--- src/rtl/delay_timer_us.sv ---
// Delay timer driven by a one-per-microsecond tick: counts a requested number of
// us or ms units and reports completion with a single-cycle done pulse.
module delay_timer_us #(
  parameter int DELAY_W = 16,
  parameter int MS_DIV  = 1000
) (
  input  logic               clk,
  input  logic               rst_n,
  input  logic               tick_us,
  input  logic               start,
  input  logic               unit_ms,
  input  logic [DELAY_W-1:0] delay,
  input  logic               abort,
  output logic               busy,
  output logic               done,
  output logic [DELAY_W-1:0] remaining,
  output logic [1:0]         dbg_state
);

  localparam int PS_W = (MS_DIV > 1) ? $clog2(MS_DIV) : 1;
  localparam logic [PS_W-1:0] PS_LAST = PS_W'(MS_DIV - 1);

  typedef enum logic [1:0] {
    S_IDLE   = 2'd0,
    S_COUNT  = 2'd1,
    S_FINISH = 2'd2
  } state_t;

  state_t             r_state;
  state_t             w_state_nxt;
  logic [DELAY_W-1:0] r_remaining;
  logic [DELAY_W-1:0] w_remaining_nxt;
  logic [PS_W-1:0]    r_prescale;
  logic [PS_W-1:0]    w_prescale_nxt;
  logic               r_unit_ms;
  logic               w_unit_ms_nxt;
  logic               w_unit_tick;

  always_ff @(posedge clk) begin
    if (!rst_n) begin
      r_state     <= S_IDLE;
      r_remaining <= '0;
      r_prescale  <= '0;
      r_unit_ms   <= 1'b0;
    end else begin
      r_state     <= w_state_nxt;
      r_remaining <= w_remaining_nxt;
      r_prescale  <= w_prescale_nxt;
      r_unit_ms   <= w_unit_ms_nxt;
    end
  end

  // A whole unit elapses on every tick in us mode, or on the tick that wraps
  // the prescaler in ms mode (wrap at MS_DIV-1, not a power of two).
  always_comb begin
    w_unit_tick = 1'b0;
    if (tick_us) begin
      w_unit_tick = r_unit_ms ? (r_prescale == PS_LAST) : 1'b1;
    end
  end

  always_comb begin
    w_state_nxt     = r_state;
    w_remaining_nxt = r_remaining;
    w_prescale_nxt  = r_prescale;
    w_unit_ms_nxt   = r_unit_ms;
    case (r_state)
      S_IDLE, S_FINISH: begin
        w_state_nxt     = S_IDLE;
        w_remaining_nxt = '0;
        if (start) begin
          if (delay != '0) begin
            w_state_nxt     = S_COUNT;
            w_remaining_nxt = delay;
            w_unit_ms_nxt   = unit_ms;
            w_prescale_nxt  = '0;
          end else begin
            w_state_nxt = S_FINISH;
          end
        end
      end
      S_COUNT: begin
        // abort wins over a coincident terminal tick; start is ignored here
        if (abort) begin
          w_state_nxt     = S_IDLE;
          w_remaining_nxt = '0;
          w_prescale_nxt  = '0;
        end else if (tick_us) begin
          if (r_unit_ms) begin
            w_prescale_nxt = w_unit_tick ? '0 : r_prescale + 1'b1;
          end
          if (w_unit_tick) begin
            w_remaining_nxt = r_remaining - 1'b1;
            if (r_remaining == DELAY_W'(1)) begin
              w_state_nxt = S_FINISH;
            end
          end
        end
      end
      default: begin
        w_state_nxt     = S_IDLE;
        w_remaining_nxt = '0;
        w_prescale_nxt  = '0;
      end
    endcase
  end

  assign busy      = (r_state == S_COUNT);
  assign done      = (r_state == S_FINISH);
  assign remaining = r_remaining;
  assign dbg_state = r_state;

endmodule
--- config.mk ---
export PLATFORM = sky130hd
export DESIGN_NAME = delay_timer_us
export DESIGN_NICKNAME = d
export VERILOG_FILES = /design/src/rtl/delay_timer_us.sv
export SDC_FILE = /design/constraint.sdc
export NUM_CORES = 1
export LEC_CHECK = 0
export BUFFER_PORTS_ARGS = -buffer_cell sky130_fd_sc_hd__buf_2
export CORE_ASPECT_RATIO = 2
export CORE_MARGIN = 2
export CORE_UTILIZATION = 57
export CTS_CLUSTER_SIZE = 14
export DETAILED_ROUTE_END_ITERATION = 6
export GPL_ROUTABILITY_DRIVEN = 1
export HOLD_SLACK_MARGIN = 0.15
export PLACE_DENSITY = 0.86
export SYNTH_ARGS = -nofsm -noshare
export SYNTH_HDL_FRONTEND = slang
export SYNTH_SLANG_ARGS = --single-unit
--- constraint.sdc ---
create_clock -name clk -period 2.75 [get_ports clk]
set_input_delay 0 -clock clk [delete_from_list [all_inputs] [get_ports clk]]
set_output_delay 0 -clock clk [all_outputs]
set_load 0.05 [all_outputs]
**Yosys cells after proc, flatten, opt, wreduce, memory -nomap -nowiden**

Index checks and enable logic that the tools add are counted.

- Reduce and logical (&&, ||, !) cells: 7
- Equal/unequal tests: 10
- Muxes and demuxes: 22
- Add/subtract/negate cells: 2

Operator list:

| kind | count |
|---|---|
| $mux 16 | 5 |
| $mux 10 | 6 |
| $pmux 16 s2 | 1 |
| $pmux 10 s2 | 1 |
| $eq 16x1->1 const B | 1 |
| $reduce_bool 16->1 | 1 |
| $sub 16x1->16 const B | 1 |
| $mux 2 | 6 |
| $add 10x1->10 const B | 1 |
| $eq 10x10->1 const B | 1 |
| $ne 3x2->1 const B | 3 |
| $reduce_and 3->1 | 2 |
| $ne 2x2->1 const B | 2 |
| $pmux 2 s2 | 1 |
| $reduce_and 4->1 | 1 |
| $ne 3x3->1 const B | 1 |
| $eq 2x1->1 const B | 1 |
| $eq 2x2->1 const B | 1 |
| $logic_not 2->1 | 1 |
| $mux 1 | 2 |
| $reduce_and 2->1 | 1 |
| $reduce_or 2->1 | 1 |

- Output and inout port bits: 20
- Register bits after elaboration: 29
- Word-level logic and storage cells: 45
- Input port bits: 22

**Logic depth before layout (Yosys ltp)**

Gate-level depths: netlist of run 1.

- Depth in word-level cells: 8
- Gate-level depth with buffers: 7
- Mapped depth without buffers: 7

**Least setup slack after synthesis of run 1**

No wires, ideal clock.

- Kind: reg2reg
- Start: register r_state[0], in the netlist dbg_state[0]
- End: register r_remaining[13], in the netlist remaining[13]
- Slack: 522 ps
- Cell stages (with the launch flop): 5
- Path buffers: 0
- Data required time: 2677 ps
- Arrival: 2155 ps
- Library setup time: 73 ps
- Path through: dfxtp_1 > nor2b_1 > nor2b_1 > a221oi_1 > nor3_2

- Word-level cells in the longest chain between the ends: 3
- Elaborated cells between the ends (all ways): 8
- Classes of those cells: eq/ne (4); mux (1); reduce/logical (3)

RTL lines:

| what | line | source |
|---|---|---|
| start, declared | 29 | `state_t r_state;` |
| start signal, assigned | 46 | `r_state <= w_state_nxt;` |
| $eq 2x1->1 * | -- |  |
| net busy | 14 | `output logic busy,` |
| $ne 3x2->1 (no source line) / $ne 3x3->1 (equally long branches) | -- |  |
| $reduce_and 2->1 (no source line) | -- |  |
| end signal, assigned | 47 | `r_remaining <= w_remaining_nxt;` |
| end, declared | 31 | `logic [DELAY_W-1:0] r_remaining;` |

Mark *: on every way through the listed nets, which the timed path passes. The rest lies on a longest branch.
A chain may end at the register's enable or synchronous reset.

**Worst setup path in the final report of run 1**

- Start: register r_prescale[0]
- End: register r_remaining[1], in the netlist remaining[1]

- Word-level cells in the longest chain between the ends: 5

RTL lines:

| what | line | source |
|---|---|---|
| start, declared | 33 | `logic [PS_W-1:0] r_prescale;` |
| start signal, assigned | 48 | `r_prescale <= w_prescale_nxt;` |
| $eq 10x10->1 | 58 | `w_unit_tick = r_unit_ms ? (r_prescale == PS_LAST) : 1'b1;` |
| $mux 1 | 58 |  |
| $mux 1 | 57 | `if (tick_us) begin` |
| $ne 3x2->1 (no source line) | -- |  |
| $reduce_and 2->1 (no source line) | -- |  |

No other way between the ends.

==> results_dict.tcl, run 1 <==
set metrics [dict create \
    period_needed_ps 2550 \
    ir_worst_vdd_v 0.000688 \
    finalPower_uw 1270 \
    io_pins 42 \
    avgSynthCellArea_um2 8.10 \
    hold_class "primary input to flip-flop" \
    reg2reg_depth 7 \
    cts_tree "built" \
    synth_seq_cells 29 \
    area_delta_synth_final_pct 38.7 \
    fin_cells 312 \
    cpPeakStageDelay_ps 550 \
    slew_headroom 0.574 \
    fmax_mhz 393 \
    drt_wl_total_um 5680 \
    num_rows 27 \
    worstSetupEndpointType "flip-flop" \
    die_w_um 42.4 \
    grt_pass1_wl_um 8780 \
    tns_ps 0 \
    path_cells "ha_1, nor4bb_1, a41o_1, or2_2, o211ai_1, and3_1, dlygate4sd3_1" \
    route.detailed.drc 0 \
    r2r_slack_ps 200 \
    yosysSeqAreaShare 0.345 \
    tightest_slew_ps 633 \
    n_antenna_cell 0 \
    drive_gt1_frac 0.216 \
    first_global_vias 1928 \
    critical-path-top-delay-family "simple AND/OR/NAND/NOR gates" \
    vias_per_cell 6.53 \
    cts_root_buffer "clkbuf_8" \
    synth_area_um2 1680 \
    critPathLaunchType "flip-flop" \
    rr_endpoint "remaining[1]$_SDFFE_PN0P_" \
    final_nets 307 \
    clock_path_buffers 2 \
    slew_viol_final 0 \
    core_area_um2 2770 \
    arrival_ps 2720 \
    cp.required_ps 2920 \
    power_density_nw_per_um2 545 \
    final_common_cell "buf_2" \
    fin_skew_ps 6.18 \
    dpl.hpwl_um 3400 \
    dr.first_iter.drc_count 152 \
    numCtsBuffers 5 \
    maxCapViolCount 0 \
    async_reset_ff_frac 0 \
    synth-edff-count 0 \
    status "completed" \
    initial_core_util 0.608 \
    yosys_most_used_dff "dfxtp_1" \
    antenna_found_initial 0 \
    worstSetupPathType "flip-flop to flip-flop" \
    cts_max_level 2 \
    overflow 0 \
    port_buffers 41 \
    clock-sinks 29 \
    synthCells 208 \
    wl_per_cell_um 18.2 \
    via_count 2038 \
    dieArea_um2 3430 \
    critPathCapture "remaining[1]$_SDFFE_PN0P_" \
    leakagePower_uw 0.00104 \
    place.gp.congestion 0.895 \
    grt_setup_unrepaired "false" \
    insertion_delay_ps 290 \
    track_usage 0.340 \
    crit_path_top_delay_cell "dlygate4sd3_1" \
    hold_violations 0 \
    dp_cells 272 \
    grt_max_degree 19 \
    timing.rr.start "r_prescale[0]$_SDFFE_PN0P_" \
    final_antenna_net_count 0 \
    die_height_um 80.9 \
    cp_num_cells 7 \
    setup_viol_count_final 0 \
    yosysWarnings 0 \
    fin_crit_sh 0.926 \
    syn_nets 233 \
    crit_buf_inv 1 \
    clk_pin_slew_ps 70 \
    final_cell_mix "buf_2 (41), dlygate4sd3_1 (32), dfxtp_1 (29)" \
    crit_start "r_prescale[0]$_SDFFE_PN0P_" \
    synthDistinctLibCells 45 \
    path_max_fanout 13 \
    fin_util 0.843 \
    drt-pass1-iter-count 5 \
]
## power by group
part	switching [uW]	internal, uW
logic	247	154
registers	32.4	442
clock network	172	226
## Yosys cell counts (5+ instances only)
cell type	instances	share of area
xor2_1	10	0.052
a21oi_1	20	0.059
nand2_1	13	0.029
a21o_1	5	0.022
nor2b_1	6	0.022
nor2_1	20	0.045
nor4_1	7	0.026
o21ai_1	6	0.018
o21ai_0	5	0.015
a31oi_1	7	0.026
dfxtp_1	29	0.34
clkbuf_1	7	0.016
o2111ai_1	6	0.031
nor3_1	6	0.018
nor3b_1	6	0.027
## final cells by class
type	instances	area, um2
multi-input cells	166	1050
flip-flops and latches	29	581
inverters	3	11.3
fillers	172	434
repair buffers	77	556
well taps	29	36.3
clock buffers	7	96.3
clock inverters	1	5.00
## sequential cells by signal, summed over array words and instances (netlist names)
register and count:
r_prescale 10, r_unit_ms 1, dbg_state 2, remaining 16
## how the worst min path moves through the flow
stage              from                    endpoint  slack, ps  cells past startpoint
5_1_grt           abort  remaining[15]$_SDFFE_PN0P_        340                      4
3_5_place_dp   delay[8]   remaining[8]$_SDFFE_PN0P_        250                      3
2_1_floorplan  delay[8]   remaining[8]$_SDFFE_PN0P_        120                      2
3_3_place_gp   delay[8]   remaining[8]$_SDFFE_PN0P_        250                      3
6_report          abort  remaining[15]$_SDFFE_PN0P_        310                      4
4_1_cts           abort  remaining[15]$_SDFFE_PN0P_        240                      4
## per-stage QoR
step	hold slack (ps)	setup WS, ps	area (um2)
after floorplan	119	522	1680
after global placement	246	759	1910
after detailed placement	253	694	1910
after CTS	237	91.7	2340
after global routing	340	42.7	2340
final	305	203	2340
## logic make-up (layout without fill, tap and decap cells)
kind of cell               after synthesis  after routing  share of synthesized area
adders and majority gates                3              3                     0.0223
DFF                                     29             29                      0.345
buffers and inverters                   13             88                     0.0312
and+or+nand+nor                         85             85                      0.282
muxes                                    1              1                    0.00594
xor gates and xnor gates                13             13                     0.0676
AOI/OAI and AO/OA                       64             64                      0.246
## layer usage
| layer | GRT usage | up-vias | wire length [um] |
|---|---|---|---|
| li1 | - | 924 | - |
| met1 | 0.341 | 952 | 2030 |
| met2 | 0.618 | 127 | 3020 |
| met3 | 0.0644 | 35 | 366 |
| met4 | 0.222 | 0 | 266 |
| met5 | 0 | - | 0 |
## timing repair
item                                    4_1_cts  5_1_grt
hold endpoints to repair                     19        0
hold buffers                                 32        0
gates resized for setup                       0        1
buffers inserted                              0        0
endpoints found under the setup margin        0       10
## worst register-to-register path, delay by kind of cell, from the launching register on
kind,cells,cell delay (ps)
flip-flops,1,390
AO/OA/AOI/OAI,2,400
AND/OR/NAND/NOR,3,860
adder cells (fa/ha/maj),1,250
buffers and inverters,1,550
Power figures use the tool's default switching activity.
==> run 2: changes to the inputs <==
--- a/config.mk
+++ b/config.mk
@@ -13,7 +13,9 @@
 export DETAILED_ROUTE_END_ITERATION = 6
 export GPL_ROUTABILITY_DRIVEN = 1
 export HOLD_SLACK_MARGIN = 0.15
+export MAX_ROUTING_LAYER = met4
 export PLACE_DENSITY = 0.86
+export REMOVE_ABC_BUFFERS = 1
 export SYNTH_ARGS = -nofsm -noshare
 export SYNTH_HDL_FRONTEND = slang
 export SYNTH_SLANG_ARGS = --single-unit
==> run 2 against run 1 <==
Effect of this change: the flow now finishes with violations (setup timing); utilization is 0.81 points lower; sequential cell count did not move; total power rose by 0.86%; clock power is 2% higher; combinational power is essentially flat; highest routed layer unchanged; clock-buffer cell count stayed put; non-clock buffer count is 3 lower; die area unchanged; final cell count fell by 0.96%.
==> results_dict.tcl, run 2 (same netlist as run 1, synthesis figures left out) <==
set metrics [dict create \
    die_height_um 80.9 \
    io_pins 42 \
    area_delta_synth_final_pct 37.4 \
    violations "setup timing" \
    timing.rr.start "r_prescale[0]$_SDFFE_PN0P_" \
    slew_viol_final 0 \
    fmax_mhz 363 \
    fin_crit_sh 1.00 \
    worstSetupEndpointType "flip-flop" \
    dp_slack_ps 578 \
    placed_area_um2 1910 \
    hold_class "primary input to flip-flop" \
    ir_worst_vdd_v 0.000446 \
    gr-usage-met1 0.332 \
    cts_root_buffer "clkbuf_8" \
    tightest_slew_ps 666 \
    busiest_layer "met2" \
    cts_max_level 2 \
    grt_pass1_wl_um 9230 \
    slew_headroom 0.550 \
    grtUsageMet2 0.640 \
    numCtsBuffers 5 \
    tns_ps -4.80 \
    cts_tree "built" \
    dp_cells 272 \
    reg2reg_depth 7 \
    path_max_fanout 10 \
    arrival_ps 2930 \
    num_rows 27 \
    cts_setup_buffers 0 \
    dieArea_um2 3430 \
    core_area_um2 2770 \
    final_antenna_net_count 0 \
    first_global_vias 2006 \
    worstSetupPathType "primary input to flip-flop" \
    fin_ws_ps -4.80 \
    final_area_um2 2310 \
    final_cell_mix "buf_2 (41), dfxtp_1 (29), dlygate4sd3_1 (29)" \
    drive_gt1_frac 0.225 \
    route.detailed.drc 0 \
    largest_register_ff_count 16 \
    vias_per_cell 6.70 \
    critPathLaunchType "primary input" \
    r2r_slack_ps 180 \
    clock_path_buffers 2 \
    crit_start "delay[12]" \
    fin_skew_ps 5.45 \
    maxCapViolCount 0 \
    setup_viol_count_final 1 \
    power_density_nw_per_um2 555 \
    hold_violations 0 \
    rr_endpoint "remaining[5]$_SDFFE_PN0P_" \
    critPathCapture "remaining[9]$_SDFFE_PN0P_" \
    clk_pin_slew_ps 70 \
    leakagePower_uw 0.00102 \
    grtUsageMet3 0.0911 \
    drt-pass1-iter-count 5 \
    overflow 0 \
    insertion_delay_ps 290 \
    final_common_cell "buf_2" \
    n_antenna_cell 0 \
    clock-sinks 29 \
    final_nets 304 \
    fin_cells 309 \
    port_buffers 41 \
    place.gp.congestion 0.949 \
    track_usage 0.371 \
    initial_core_util 0.608 \
    cp.required_ps 2930 \
    antenna_found_initial 0 \
    wl_per_cell_um 19.3 \
    die_w_um 42.4 \
    grt_max_degree 19 \
    dr.first_iter.drc_count 140 \
    drt_wl_total_um 5960 \
    period_needed_ps 2750 \
    via_count 2070 \
    status "finished with violations" \
    dpl.hpwl_um 3570 \
]
run 2: power breakdown:
part	leakage (uW)	internal [uW]	switching, uW
clock network	0.0000542	226	180
logic	0.000725	151	252
registers	0.000236	442	33.4
run 2: critical path, stage by stage:
cell and delay, ps:
dlygate4sd3_1 540, buf_2 150, nor4_1 530, a41oi_1 430, buf_4 310, and2_1 170, a32oi_1 150, o21ai_1 80
dlygate4sd3_1 570
run 2: worst min-delay path by stage:
stage | end | slack [ps] | from | cells after the start
2_1_floorplan | dbg_state[1]$_SDFFE_PN0P_ | 120 | rst_n | 2
3_3_place_gp | remaining[8]$_SDFFE_PN0P_ | 250 | delay[8] | 3
3_5_place_dp | remaining[8]$_SDFFE_PN0P_ | 260 | delay[8] | 3
4_1_cts | remaining[11]$_SDFFE_PN0P_ | 150 | abort | 4
5_1_grt | remaining[11]$_SDFFE_PN0P_ | 210 | abort | 4
6_report | remaining[11]$_SDFFE_PN0P_ | 170 | abort | 4
run 2: area by class of cell:
class / count / area [um2]
multi-input cells: 166 / 1060
clock buffers: 7 / 96.3
flip-flops and latches: 29 / 581
fillers: 168 / 457
well taps: 29 / 36.3
inverters: 3 / 11.3
repair buffers: 74 / 526
clock inverters: 1 / 5.00
run 2: timing repair:
action                                  4_1_cts  5_1_grt
endpoints found under the hold margin        19        0
hold buffers                                 29        0
endpoints found under the setup margin        0        9
resized for setup                             0        3
run 2: through the flow:
step	hold WS, ps	total power [uW]	util
2_1_floorplan	118	730	-
3_3_place_gp	247	820	0.691
3_5_place_dp	256	827	0.691
4_1_cts	152	1260	0.832
5_1_grt	207	1320	0.835
6_report	173	1280	0.835
run 2: per-layer routing:
metal | wire [um] | share of wire | vias to the layer above
li1 | - | - | 917
met5 | 0 | 0 | -
met1 | 1960 | 0.33 | 957
met3 | 453 | 0.076 | 48
met4 | 406 | 0.068 | 0
met2 | 3140 | 0.53 | 148
